### config.mk
export PLATFORM = sky130hd
export DESIGN_NAME = dds_sweep_ctrl_flat
export DESIGN_NICKNAME = d
export VERILOG_FILES = /design/src/rtl/dds_sweep_ctrl_if.sv /design/src/rtl/dds_sweep_ctrl.sv /design/src/flat_wrapper.sv
export SDC_FILE = /design/constraint.sdc
export NUM_CORES = 1
export LEC_CHECK = 0
export ABC_AREA = 1
export BUFFER_PORTS_ARGS = -buffer_cell sky130_fd_sc_hd__buf_4
export CORE_ASPECT_RATIO = 1.75
export CORE_UTILIZATION = 46
export DETAILED_ROUTE_END_ITERATION = 8
export PLACE_DENSITY = 0.66
export SYNTH_ARGS = -nofsm -noshare
export SYNTH_HDL_FRONTEND = slang
export SYNTH_SLANG_ARGS = --single-unit
### constraint.sdc
create_clock -name clk -period 4.6 [get_ports clk]
set_input_delay 1.38 -clock clk [delete_from_list [all_inputs] [get_ports clk]]
set_output_delay 1.38 -clock clk [all_outputs]
set_load 0.03 [all_outputs]
### src/rtl/dds_sweep_ctrl_if.sv
// ============================================================================
// Module      : dds_sweep_ctrl_if
// Description : Config handshake, sweep control and FTW output bundle for
//               the DDS sweep controller. The host/driver side takes the
//               master modport and the controller takes the slave modport.
// Revision    : 1.0 - initial release
// ============================================================================
`default_nettype none

interface dds_sweep_ctrl_if #(
  parameter int FTW_W   = 16,
  parameter int DWELL_W = 8
);
  logic               cfg_valid;
  logic               cfg_ready;
  logic [FTW_W-1:0]   cfg_start;
  logic [FTW_W-1:0]   cfg_stop;
  logic [FTW_W-1:0]   cfg_step;
  logic [DWELL_W-1:0] cfg_dwell;
  logic               go;
  logic               abort;
  logic [FTW_W-1:0]   ftw_out;
  logic               ftw_valid;
  logic               busy;
  logic               done;

  modport master (
    output cfg_valid, cfg_start, cfg_stop, cfg_step, cfg_dwell, go, abort,
    input  cfg_ready, ftw_out, ftw_valid, busy, done
  );

  modport slave (
    input  cfg_valid, cfg_start, cfg_stop, cfg_step, cfg_dwell, go, abort,
    output cfg_ready, ftw_out, ftw_valid, busy, done
  );
endinterface

`default_nettype wire

### src/rtl/dds_sweep_ctrl.sv
// ============================================================================
// Module      : dds_sweep_ctrl
// Description : Frequency-sweep scheduler driving the DDS accumulator
//               increment. Steps the FTW from start to stop in step-sized
//               increments, holding each word dwell+1 cycles, clamping the
//               last word to stop.
//               Optional macro SWEEP_LOOP_EN: sweep repeats until abort.
// Revision    : 1.0 - initial release
// ============================================================================
`default_nettype none

module dds_sweep_ctrl #(
  parameter int FTW_W   = 16,
  parameter int DWELL_W = 8
) (
  input  logic              clk,
  input  logic              reset,
  dds_sweep_ctrl_if.slave   bus
);

  localparam logic [1:0] S_IDLE  = 2'd0;
  localparam logic [1:0] S_DWELL = 2'd1;
  localparam logic [1:0] S_STEP  = 2'd2;
  localparam logic [1:0] S_DONE  = 2'd3;

  logic [1:0]         state_q, state_d;
  logic [FTW_W-1:0]   ftw_q, ftw_d;
  logic [DWELL_W-1:0] cnt_q, cnt_d;
  logic [FTW_W-1:0]   start_q, start_d;
  logic [FTW_W-1:0]   stop_q, stop_d;
  logic [FTW_W-1:0]   step_q, step_d;
  logic [DWELL_W-1:0] dwell_q, dwell_d;
  logic               loaded_q, loaded_d;

  logic               hs;
  logic [FTW_W:0]     sum;
  logic [FTW_W-1:0]   next_ftw;

  // Next-state, next-word and config-capture logic.
  always_comb begin
    hs       = bus.cfg_valid && (state_q == S_IDLE);
    sum      = {1'b0, ftw_q} + {1'b0, step_q};
    // Carry, overshoot or a zero step all land exactly on stop.
    if (sum[FTW_W] || (sum >= {1'b0, stop_q}) || (step_q == '0)) begin
      next_ftw = stop_q;
    end else begin
      next_ftw = sum[FTW_W-1:0];
    end

    state_d  = state_q;
    ftw_d    = ftw_q;
    cnt_d    = cnt_q;
    start_d  = start_q;
    stop_d   = stop_q;
    step_d   = step_q;
    dwell_d  = dwell_q;
    loaded_d = loaded_q;

    case (state_q)
      S_IDLE: begin
        if (hs) begin
          start_d  = bus.cfg_start;
          stop_d   = bus.cfg_stop;
          step_d   = bus.cfg_step;
          dwell_d  = bus.cfg_dwell;
          loaded_d = 1'b1;
        end
        // A same-cycle handshake wins over the stored config.
        if (bus.go && (loaded_q || hs)) begin
          ftw_d   = hs ? bus.cfg_start : start_q;
          cnt_d   = hs ? bus.cfg_dwell : dwell_q;
          state_d = S_DWELL;
        end
      end
      S_DWELL: begin
        if (cnt_q == '0) begin
          state_d = (ftw_q >= stop_q) ? S_DONE : S_STEP;
        end else begin
          cnt_d = cnt_q - DWELL_W'(1);
        end
      end
      S_STEP: begin
        ftw_d   = next_ftw;
        cnt_d   = dwell_q;
        state_d = S_DWELL;
      end
      default: begin
`ifdef SWEEP_LOOP_EN
        ftw_d   = start_q;
        cnt_d   = dwell_q;
        state_d = S_DWELL;
`else
        state_d = S_IDLE;
`endif
      end
    endcase

    // Abort overrides any sweep progress; the current word is held.
    if (bus.abort && (state_q != S_IDLE)) begin
      state_d = S_IDLE;
      ftw_d   = ftw_q;
      cnt_d   = cnt_q;
    end
  end

  // Sweep sequencing registers.
  always_ff @(posedge clk or negedge reset) begin
    if (!reset) begin
      state_q <= S_IDLE;
      ftw_q   <= '0;
      cnt_q   <= '0;
    end else begin
      state_q <= state_d;
      ftw_q   <= ftw_d;
      cnt_q   <= cnt_d;
    end
  end

  // Captured sweep configuration.
  always_ff @(posedge clk or negedge reset) begin
    if (!reset) begin
      start_q  <= '0;
      stop_q   <= '0;
      step_q   <= '0;
      dwell_q  <= '0;
      loaded_q <= 1'b0;
    end else begin
      start_q  <= start_d;
      stop_q   <= stop_d;
      step_q   <= step_d;
      dwell_q  <= dwell_d;
      loaded_q <= loaded_d;
    end
  end

  assign bus.cfg_ready = (state_q == S_IDLE);
  assign bus.ftw_out   = ftw_q;
  assign bus.done      = (state_q == S_DONE);
`ifdef SWEEP_LOOP_EN
  assign bus.ftw_valid = (state_q != S_IDLE);
  assign bus.busy      = (state_q != S_IDLE);
`else
  assign bus.ftw_valid = (state_q == S_DWELL) || (state_q == S_STEP);
  assign bus.busy      = (state_q == S_DWELL) || (state_q == S_STEP);
`endif

endmodule

`default_nettype wire

### src/flat_wrapper.sv
// flat-port wrapper written by rule: the top's interface ports become plain ports
module dds_sweep_ctrl_flat 
#(
  parameter int FTW_W   = 16,
  parameter int DWELL_W = 8
)
  (clk, reset, bus_cfg_valid, bus_cfg_start, bus_cfg_stop, bus_cfg_step, bus_cfg_dwell, bus_go, bus_abort, bus_cfg_ready, bus_ftw_out, bus_ftw_valid, bus_busy, bus_done);
  dds_sweep_ctrl_if #(.FTW_W(FTW_W), .DWELL_W(DWELL_W)) bus_i ();
  input  logic clk;
  input  logic reset;
  input wire logic [$bits(bus_i.cfg_valid)-1:0] bus_cfg_valid;
  input wire logic [$bits(bus_i.cfg_start)-1:0] bus_cfg_start;
  input wire logic [$bits(bus_i.cfg_stop)-1:0] bus_cfg_stop;
  input wire logic [$bits(bus_i.cfg_step)-1:0] bus_cfg_step;
  input wire logic [$bits(bus_i.cfg_dwell)-1:0] bus_cfg_dwell;
  input wire logic [$bits(bus_i.go)-1:0] bus_go;
  input wire logic [$bits(bus_i.abort)-1:0] bus_abort;
  output wire logic [$bits(bus_i.cfg_ready)-1:0] bus_cfg_ready;
  output wire logic [$bits(bus_i.ftw_out)-1:0] bus_ftw_out;
  output wire logic [$bits(bus_i.ftw_valid)-1:0] bus_ftw_valid;
  output wire logic [$bits(bus_i.busy)-1:0] bus_busy;
  output wire logic [$bits(bus_i.done)-1:0] bus_done;
  assign bus_i.cfg_valid = bus_cfg_valid;
  assign bus_i.cfg_start = bus_cfg_start;
  assign bus_i.cfg_stop = bus_cfg_stop;
  assign bus_i.cfg_step = bus_cfg_step;
  assign bus_i.cfg_dwell = bus_cfg_dwell;
  assign bus_i.go = bus_go;
  assign bus_i.abort = bus_abort;
  assign bus_cfg_ready = bus_i.cfg_ready;
  assign bus_ftw_out = bus_i.ftw_out;
  assign bus_ftw_valid = bus_i.ftw_valid;
  assign bus_busy = bus_i.busy;
  assign bus_done = bus_i.done;
  dds_sweep_ctrl #(.FTW_W(FTW_W), .DWELL_W(DWELL_W)) u_core (.clk(clk), .reset(reset), .bus(bus_i));
endmodule
==> impl_metrics.tcl, run 1 <==
set metrics [dict create \
    status "finished, final reports clean" \
    critical_path.most_common_cell "nand2_1" \
    synthMuxAreaShare 0.03338 \
    rsz0062_at_grt "no" \
    synth_fp_nets 835 \
    cts_tree "built" \
    end_kind "flip-flop" \
    nets 909 \
    crit_buf_inv 2 \
    place.port_buffers 80 \
    drv_slew 0 \
    worst_setup_path_start_kind "flip-flop" \
    drv_cap 0 \
    clock_path_buffers 2 \
    yosysSeqAreaShare 0.3645 \
    grt_max_degree 84 \
    worstMarginPinSlew_ps 1076 \
    synth-xor-area-share 0.01383 \
    hp-class "reg -> reg" \
    worstPathRequired_ps 4870 \
    drive_above_1_share 0.1834 \
    post_drt_via_cell_ratio 5.222 \
    antenna_found_initial 0 \
    crit_arrival_ps 3960 \
    cts_setup_buffers 0 \
    wl_um 15010 \
    die_area_um2 12850 \
    netlist_area_um2 5698 \
    grt_pass1_vias 5241 \
    die_h_um 149.2 \
    slew_headroom 0.2825 \
    postSynthAreaPerCell_um2 7.936 \
    setup_viol 0 \
    yosys_warnings 0 \
    clock_sinks 83 \
    drc_errors 0 \
    die_x_um 86.13 \
    antennaDiodeCount 0 \
    start_util 0.4721 \
    min_period_ps 3698 \
    synth-seq-cells 83 \
    grt_pass1_wl_um 24970 \
    synthFlopType "dfrtp_1" \
    ys_async_sr_fraction 1.000 \
    critPathKind "reg -> reg" \
    wl_per_cell_um 15.62 \
    vias 5018 \
    num-fill-cells 1193 \
    place_hpwl_um 11600 \
    synthToLayoutAreaGrowth_pct 17.06 \
    io-pin-count 81 \
    synthTopCellsByArea "dfrtp_1 36%, ha_1 12%, nand2_1 10%, inv_1 6.1%, a21oi_1 5.6%" \
    cts_buffers 9 \
    final_cell_mix "159 x nand2_1, 92 x inv_1, 83 x buf_4, 83 x dfrtp_1, 64 x a21oi_1" \
    synth_top_family_by_area "simple AND/OR/NAND/NOR gates" \
    synth-edff-count 0 \
    drt-pass1-iter-count 5 \
    yosys.area_share.simple 0.2374 \
    path_max_fanout 17 \
    cts_resized 0 \
    fmax_ghz 0.2704 \
    cts_hold_buf 0 \
    critPathMaxStageDelay_ps 420 \
    fin_tns_setup_ps 0 \
    track_usage 0.2533 \
    synth.distinct_cells 44 \
    grt_overflow 0 \
    gp_congestion 0.8714 \
    htree_num_levels 3 \
    yosys.area.top_type "dfrtp_1" \
    synth_compound_area_frac 0.1403 \
    layout_commonest_cell "nand2_1" \
    core_area_um2 12070 \
    crit_slowest_cell "dfrtp_1" \
    finalHoldViolCount 0 \
    ant_nets 0 \
    synth_top_area_frac 0.3645 \
    synth_fa_ha_area_frac 0.1243 \
    first_iter_violations 195 \
    skew_ps 6.373 \
    worst_skew_pair.late_latency_ps 340 \
    crit_chain "ha_1 -> fa_1 -> nand2_1 -> nand3_1 -> o21ai_2 -> inv_1 -> nand3b_1 -> nand2_1 -> xor2_1 -> inv_1 -> ha_1 -> nand2_1 -> nor2_1 -> a211oi_1 -> nand2_1 -> nand2_1 -> nand2_1 -> nand2_2 -> nand2_4 -> nand2_1 -> nand3_1 -> a21oi_1" \
    rows 53 \
    syn_inst 718 \
    cts_root_buffer "clkbuf_16" \
    period_share 0.8039 \
    crit_family "simple AND/OR/NAND/NOR gates" \
    clkTransAtPathRegs_ps 60 \
]
[worst min-delay path: stages, from the launching register on]
cell,delay (ps)
dfrtp_1,320
mux2i_1,60
inv_1,70
[final timing paths]
check / start / end / slack [ps] / cells past startpoint
worst min-delay path: u_core.start_q[5] / u_core.start_q[5] / 480 / 2
worst max register to register: u_core.bus.ftw_out[0] / u_core.bus.ftw_out[2] / 900 / 22
max in group asynchronous: reset / u_core.stop_q[6] / 2670 / 1
min in group asynchronous: reset / u_core.dwell_q[1] / 1190 / 1
worst max-delay path: u_core.bus.ftw_out[0] / u_core.bus.ftw_out[2] / 900 / 22
worst min register to register: u_core.start_q[5] / u_core.start_q[5] / 480 / 2
[routing by layer]
layer  vias up  wire length (um)  GRT usage
li1       2507                 -          -
met1      2388              5732     0.2698
met2       100              8411     0.4845
met3        23               427    0.03376
met4         0               442     0.1108
met5         -                 0          0
[synth_stat cells (2+ instances only)]
library cell / n
nand2_1: 159
inv_1: 92
dfrtp_1: 83
a21oi_1: 64
ha_1: 55
nor2_1: 49
o21ai_0: 40
nand3_1: 37
mux2i_1: 19
a21oi_2: 13
nand2_2: 12
nand3_2: 12
nand4_1: 9
clkbuf_1: 8
xor2_1: 8
buf_4: 7
inv_2: 6
nand3b_1: 4
nor3_1: 4
buf_2: 3
nand2_4: 3
nor4_1: 3
o21bai_1: 3
buf_6: 2
o211ai_1: 2
o21a_1: 2
o21ai_1: 2
[registers in the layout, summed over array words and instances, names as in the netlist]
register            cells
u_core.loaded_q         1
u_core.state_q          2
u_core.stop_q          16
u_core.start_q         16
u_core.cnt_q            8
u_core.bus.ftw_out     16
u_core.dwell_q          8
u_core.step_q          16
[per-stage QoR]
| step | util | instances | setup slack [ps] | hold WS (ps) | cell area (um2) |
|---|---|---|---|---|---|
| 2_1_floorplan | - | 718 | 1351 | 447.5 | 5698 |
| 3_3_place_gp | 0.5309 | 946 | 980.6 | 463.8 | 6407 |
| 3_5_place_dp | 0.5309 | 946 | 908.9 | 470.5 | 6407 |
| 4_1_cts | 0.5527 | 961 | 867.4 | 486.9 | 6670 |
| 5_1_grt | 0.5527 | 961 | 487.2 | 498.5 | 6670 |
| 6_report | 0.5527 | 961 | 902.0 | 483.5 | 6670 |
[logic make-up (layout without fill, tap and decap cells)]
kind of cell / after synthesis / count (layout)
multiplexers: 19 / 19
buffers and inverters: 119 / 197
XOR/XNOR: 9 / 9
AND/OR/NAND/NOR: 295 / 295
flip-flops: 83 / 83
adder cells (fa/ha/maj): 56 / 56
AO/OA/AOI/OAI: 137 / 137
[area by class of cell]
type / count / area [um2] / area share
Sequential cell: 83 / 2077 / 0.3114
Multi-Input combinational cell: 516 / 3129 / 0.4691
Inverter: 99 / 371.6 / 0.05571
Clock buffer: 13 / 250.2 / 0.03752
Timing Repair Buffer: 83 / 623.1 / 0.09342
Tap cell: 165 / 206.4 / 0.03095
Clock inverter: 2 / 12.51 / 0.001876
Power of run 1 is not shown: default switching activity piles up to over one toggle a cycle in this logic, so the estimate is an artifact.
==> inputs of run 2 (changes only) <==
PLACE_DENSITY = 0.69   (was 0.66)
clock period = 3.2 ns   (was 4.6 ns; I/O delays follow)
==> run 2 against run 1 <==
Compared with the run above: the run now ends with negative setup slack left; register-to-register slack worse by 1100 ps; count of clock-buffer cells in the layout down 1; global-route usage up 1.6 points; final cell count up 6.5%; fmax up 9.1%; hold slack worse by 4.4 ps; non-clock buffer count up 61; first-iteration DRC count up 39%; utilization up 7.0 points; routed wire length up 13%; final area up 13%; sequential share of layout area down 3.4 points; critical path type unchanged.
==> impl_metrics.tcl, run 2 (synthesis gave the netlist of run 1 again) <==
set metrics [dict create \
    crit_chain "ha_4 -> nand2_1 -> nor3_1 -> nand2_1 -> nand3_2 -> nand3_1 -> nand2_1 -> nand2_1 -> nand2_1 -> inv_1 -> ha_1 -> nand4_1 -> nor2_1 -> nor2_1 -> nand3_2 -> nor2_8 -> nand2_8 -> nand2_1 -> nand3_2 -> a21oi_2" \
    grt_pass1_vias 5423 \
    hp-class "reg -> reg" \
    wl_um 16940 \
    grt_overflow 0 \
    gp_congestion 0.9162 \
    num-fill-cells 1042 \
    fmax_ghz 0.2949 \
    clkTransAtPathRegs_ps 60 \
    htree_num_levels 3 \
    crit_family "simple AND/OR/NAND/NOR gates" \
    reg2reg_slack_ps -190 \
    antenna_found_initial 0 \
    clock_path_buffers 2 \
    crit_slowest_cell "dfrtp_1" \
    finalHoldViolCount 0 \
    final_cells 1023 \
    drive_above_1_share 0.3065 \
    synthToLayoutAreaGrowth_pct 31.80 \
    fin_ws_ps -190.7 \
    wl_per_cell_um 16.56 \
    first_iter_violations 271 \
    crit_arrival_ps 3650 \
    die_x_um 86.13 \
    grt_pass1_wl_um 26120 \
    hold_end "u_core.start_q[4]" \
    drv_cap 0 \
    min_from "u_core.start_q[4]" \
    cts_tree "built" \
    path_max_fanout 8 \
    rows 53 \
    status "complete, but fails checks" \
    cts_buffers 9 \
    slew_headroom 0.6034 \
    reg2reg_depth 20 \
    track_usage 0.2691 \
    rsz0062_at_grt "yes" \
    post_drt_via_cell_ratio 5.334 \
    min_path_cells 2 \
    place.port_buffers 80 \
    period_share 1.060 \
    min_period_ps 3391 \
    cts_root_buffer "clkbuf_16" \
    setup_viol 16 \
    clock_sinks 83 \
    drt-pass1-iter-count 5 \
    vias 5457 \
    crit_buf_inv 1 \
    die_area_um2 12850 \
    worst_setup_path_start_kind "flip-flop" \
    core_area_um2 12070 \
    drc_errors 0 \
    grt_max_degree 55 \
    worstPathRequired_ps 3460 \
    nets 971 \
    worst_skew_pair.late_latency_ps 340 \
    place_hpwl_um 12490 \
    critPathKind "reg -> reg" \
    end_kind "flip-flop" \
    layout_commonest_cell "nand2_1" \
    worstMarginPinSlew_ps 594.9 \
    antennaDiodeCount 0 \
    start_util 0.4721 \
    post-route-util 0.6222 \
    r2r_start "u_core.step_q[6]" \
    drv_slew 0 \
    final_cell_mix "149 x nand2_1, 138 x buf_4, 91 x inv_1" \
    die_h_um 149.2 \
    io-pin-count 81 \
    dp_cells 994 \
    critical_path.most_common_cell "nand2_1" \
    critPathMaxStageDelay_ps 450 \
    r2r-end "u_core.bus.ftw_out[0]" \
    violations "negative setup slack" \
    cts_hold_buf 0 \
    skew_ps 9.759 \
    ant_nets 0 \
]
run 2: cell types whose count changed in the layout (fill, tap and decap cells not counted), moves of 6 or more:
cell and change:
nand2_2 +7, ha_1 -7, nand3_1 -15, a21oi_1 -9
ha_4 +7, buf_6 +6, a21oi_2 +8, nand3_2 +15
buf_4 +55, nand2_1 -10
run 2: timing repair:
action / 4_1_cts / 5_1_grt
setup endpoints to repair: 16 / 16
resized for setup: 35 / 38
gates cloned: 3 / 0
pin swaps: 10 / 33
buffers inserted: 11 / 0
run 2: layer usage:
layer / routed length [um] / track usage / up-vias / share of wire
met5: 0 / 0 / - / 0
met4: 939 / 0.1675 / 0 / 0.055
met3: 648 / 0.03708 / 59 / 0.038
met2: 9070 / 0.4873 / 175 / 0.54
met1: 6283 / 0.2891 / 2590 / 0.37
li1: - / - / 2633 / -
run 2: how the worst max path moves through the flow:
stage	start	end	slack (ps)	depth (start not counted)
after floorplan	u_core.bus.ftw_out[0]	u_core.bus.ftw_out[10]	3	23
after global placement	u_core.step_q[0]	u_core.bus.ftw_out[9]	-70	22
after detailed placement	u_core.bus.ftw_out[0]	u_core.bus.ftw_out[9]	-220	22
after CTS	u_core.step_q[0]	u_core.bus.ftw_out[9]	-6	24
after global routing	u_core.step_q[0]	u_core.bus.ftw_out[0]	-360	24
final	u_core.step_q[6]	u_core.bus.ftw_out[0]	-190	20
run 2: layout make-up:
class | instances | area (um2) | share of cell area
multi-input cells | 517 | 3487 | 0.4643
flip-flops and latches | 83 | 2079 | 0.2769
repair buffers | 144 | 1104 | 0.1470
inverters | 99 | 371.6 | 0.04948
clock buffers | 12 | 246.5 | 0.03282
well taps | 165 | 206.4 | 0.02749
clock inverters | 3 | 15.01 | 0.001999
run 2: tightest hold or removal path, cell delays in order (launching register included):
cell and delay (ps):
dfrtp_1 320, mux2i_1 60, inv_1 70
run 2: metrics by stage:
| step | cell area, um2 | hold slack (ps) | TNS, ps | setup slack, ps |
|---|---|---|---|---|
| detailed placement | 6769 | 467.8 | -3074 | -220.3 |
| finish | 7510 | 479.1 | -2437 | -190.7 |
| global placement | 6769 | 462.8 | -796.5 | -71.37 |
| floorplan | 5699 | 447.5 | 0 | 3.454 |
| CTS | 7321 | 481.6 | -11.96 | -5.869 |
| global route | 7510 | 502.5 | -5044 | -363.2 |
Power of run 2 is left out for the same reason.
==> inputs of run 3 (changes only) <==
CELL_PAD_IN_SITES_DETAIL_PLACEMENT = 2   (was default)
CELL_PAD_IN_SITES_GLOBAL_PLACEMENT = 2   (was default)
CORE_UTILIZATION = 31   (was 46)
PLACE_DENSITY = default   (was 0.69)
PLACE_DENSITY_LB_ADDON = 0.1   (was default)
==> run 3 against run 2 <==
Compared with the run above: setup slack worse by 360 ps; global-route usage up 1.6 points; the flow still finishes with violations (negative setup slack); utilization shrank 16 points; fmax shrank 9.6%; critical endpoint is now u_core.bus.ftw_out[4].
==> impl_metrics.tcl, run 3 (synthesis gave the netlist of run 1 again) <==
set metrics [dict create \
    min_period_ps 3752 \
    synthToLayoutAreaGrowth_pct 45.06 \
    worstPathRequired_ps 3490 \
    first_iter_violations 205 \
    io-pin-count 81 \
    antennaDiodeCount 0 \
    die_x_um 104.5 \
    grt_pass1_wl_um 40130 \
    drv_slew 0 \
    cts_root_buffer "clkbuf_16" \
    start_util 0.3170 \
    multi_input_area_um2 3725 \
    vias 6021 \
    grt_overflow 0 \
    worstMarginPinSlew_ps 574.3 \
    track_usage 0.2851 \
    layout_commonest_cell "buf_4" \
    final_cell_area_um2 8265 \
    post_drt_via_cell_ratio 5.352 \
    status "complete, but fails checks" \
    rows 65 \
    clock_sinks 83 \
    place_hpwl_um 18130 \
    core_area_um2 17970 \
    drv_cap 0 \
    end_kind "flip-flop" \
    skew_ps 9.810 \
    clock_path_buffers 2 \
    place.port_buffers 80 \
    worst_skew_pair.late_latency_ps 370 \
    htree_num_levels 3 \
    die_h_um 181.3 \
    gp_congestion 0.8782 \
    critPathKind "reg -> reg" \
    clkTransAtPathRegs_ps 70 \
    drt-pass1-iter-count 4 \
    setup_viol 16 \
    wl_um 27910 \
    wl_per_cell_um 24.81 \
    final_cell_mix "161 x buf_4, 137 x nand2_1, 86 x inv_1" \
    seqCellArea_um2 2081 \
    num-fill-cells 1991 \
    cts_buffers 9 \
    violations "negative setup slack" \
    slew_headroom 0.6171 \
    cts_tree "built" \
    grt_pass1_vias 6890 \
    die_area_um2 18950 \
    period_share 1.173 \
    fin_ws_ps -552.4 \
    hp-class "reg -> reg" \
    antenna_found_initial 0 \
    path_max_fanout 8 \
    crit_arrival_ps 4050 \
    ant_nets 0 \
    grt_max_degree 62 \
    nets 1004 \
    worst_setup_path_start_kind "flip-flop" \
    fmax_ghz 0.2665 \
    place_area_um2 7071 \
    drc_errors 0 \
    drive_above_1_share 0.3737 \
    rsz0062_at_grt "yes" \
    finalHoldViolCount 0 \
]
-- run 3: worst max-delay path, stage by stage, from the launching register on --
cell	delay [ps]
dfrtp_1	450
ha_1	340
inv_1	140
o21bai_1	120
nand2_1	100
nand3_2	150
a21oi_1	200
xor2_1	250
inv_1	80
ha_1	350
nand2_4	110
nor2_2	50
a211oi_2	260
nand2_2	120
nand2_2	90
nand2_2	60
nand2_4	150
buf_12	130
nand2_8	90
nand2_1	120
nand3_1	130
a21oi_2	190
-- run 3: metal layers --
| metal | share of wire | track usage | up-vias |
|---|---|---|---|
| met4 | 0.082 | 0.2046 | 0 |
| met3 | 0.028 | 0.03283 | 117 |
| met5 | 0 | 0 | - |
| li1 | - | - | 2690 |
| met1 | 0.33 | 0.2656 | 3029 |
| met2 | 0.56 | 0.5592 | 185 |
-- run 3: worst paths after layout --
check	depth (start not counted)	slack [ps]	from	end
hold reg to reg	2	490	u_core.cnt_q[7]	u_core.cnt_q[7]
hold / removal	2	490	u_core.cnt_q[7]	u_core.cnt_q[7]
max in group asynchronous	2	1990	reset	u_core.step_q[1]
min in group asynchronous	1	500	reset	u_core.stop_q[4]
setup / recovery	21	-550	u_core.step_q[4]	u_core.bus.ftw_out[4]
setup reg to reg	21	-550	u_core.step_q[4]	u_core.bus.ftw_out[4]
-- run 3: layout make-up --
class,instances,share of cell area
clock buffers,9,0.02725
clock inverters,6,0.01362
inverters,99,0.04496
multi-input cells,517,0.4507
flip-flops and latches,83,0.2517
well taps,234,0.03542
repair buffers,177,0.1764
-- run 3: timing repair --
action | 4_1_cts | 5_1_grt
gates cloned | 2 | 0
setup buffers | 15 | 8
hold buffers | 0 | 0
pin swaps | 27 | 27
resized for setup | 80 | 50
setup endpoints to repair | 16 | 16
-- run 3: per-stage QoR --
stage	setup slack [ps]	std cells	TNS, ps	utilization	hold WS, ps
2_1_floorplan	3.454	718	0	-	447.5
3_3_place_gp	-362.6	1085	-5398	0.3934	472.4
3_5_place_dp	-672.6	1085	-9542	0.3934	477.9
4_1_cts	-225.4	1117	-2966	0.4435	494.6
5_1_grt	-653.6	1125	-9352	0.4599	517.8
6_report	-552.4	1125	-7541	0.4599	486.8
Power of run 3 is left out for the same reason.
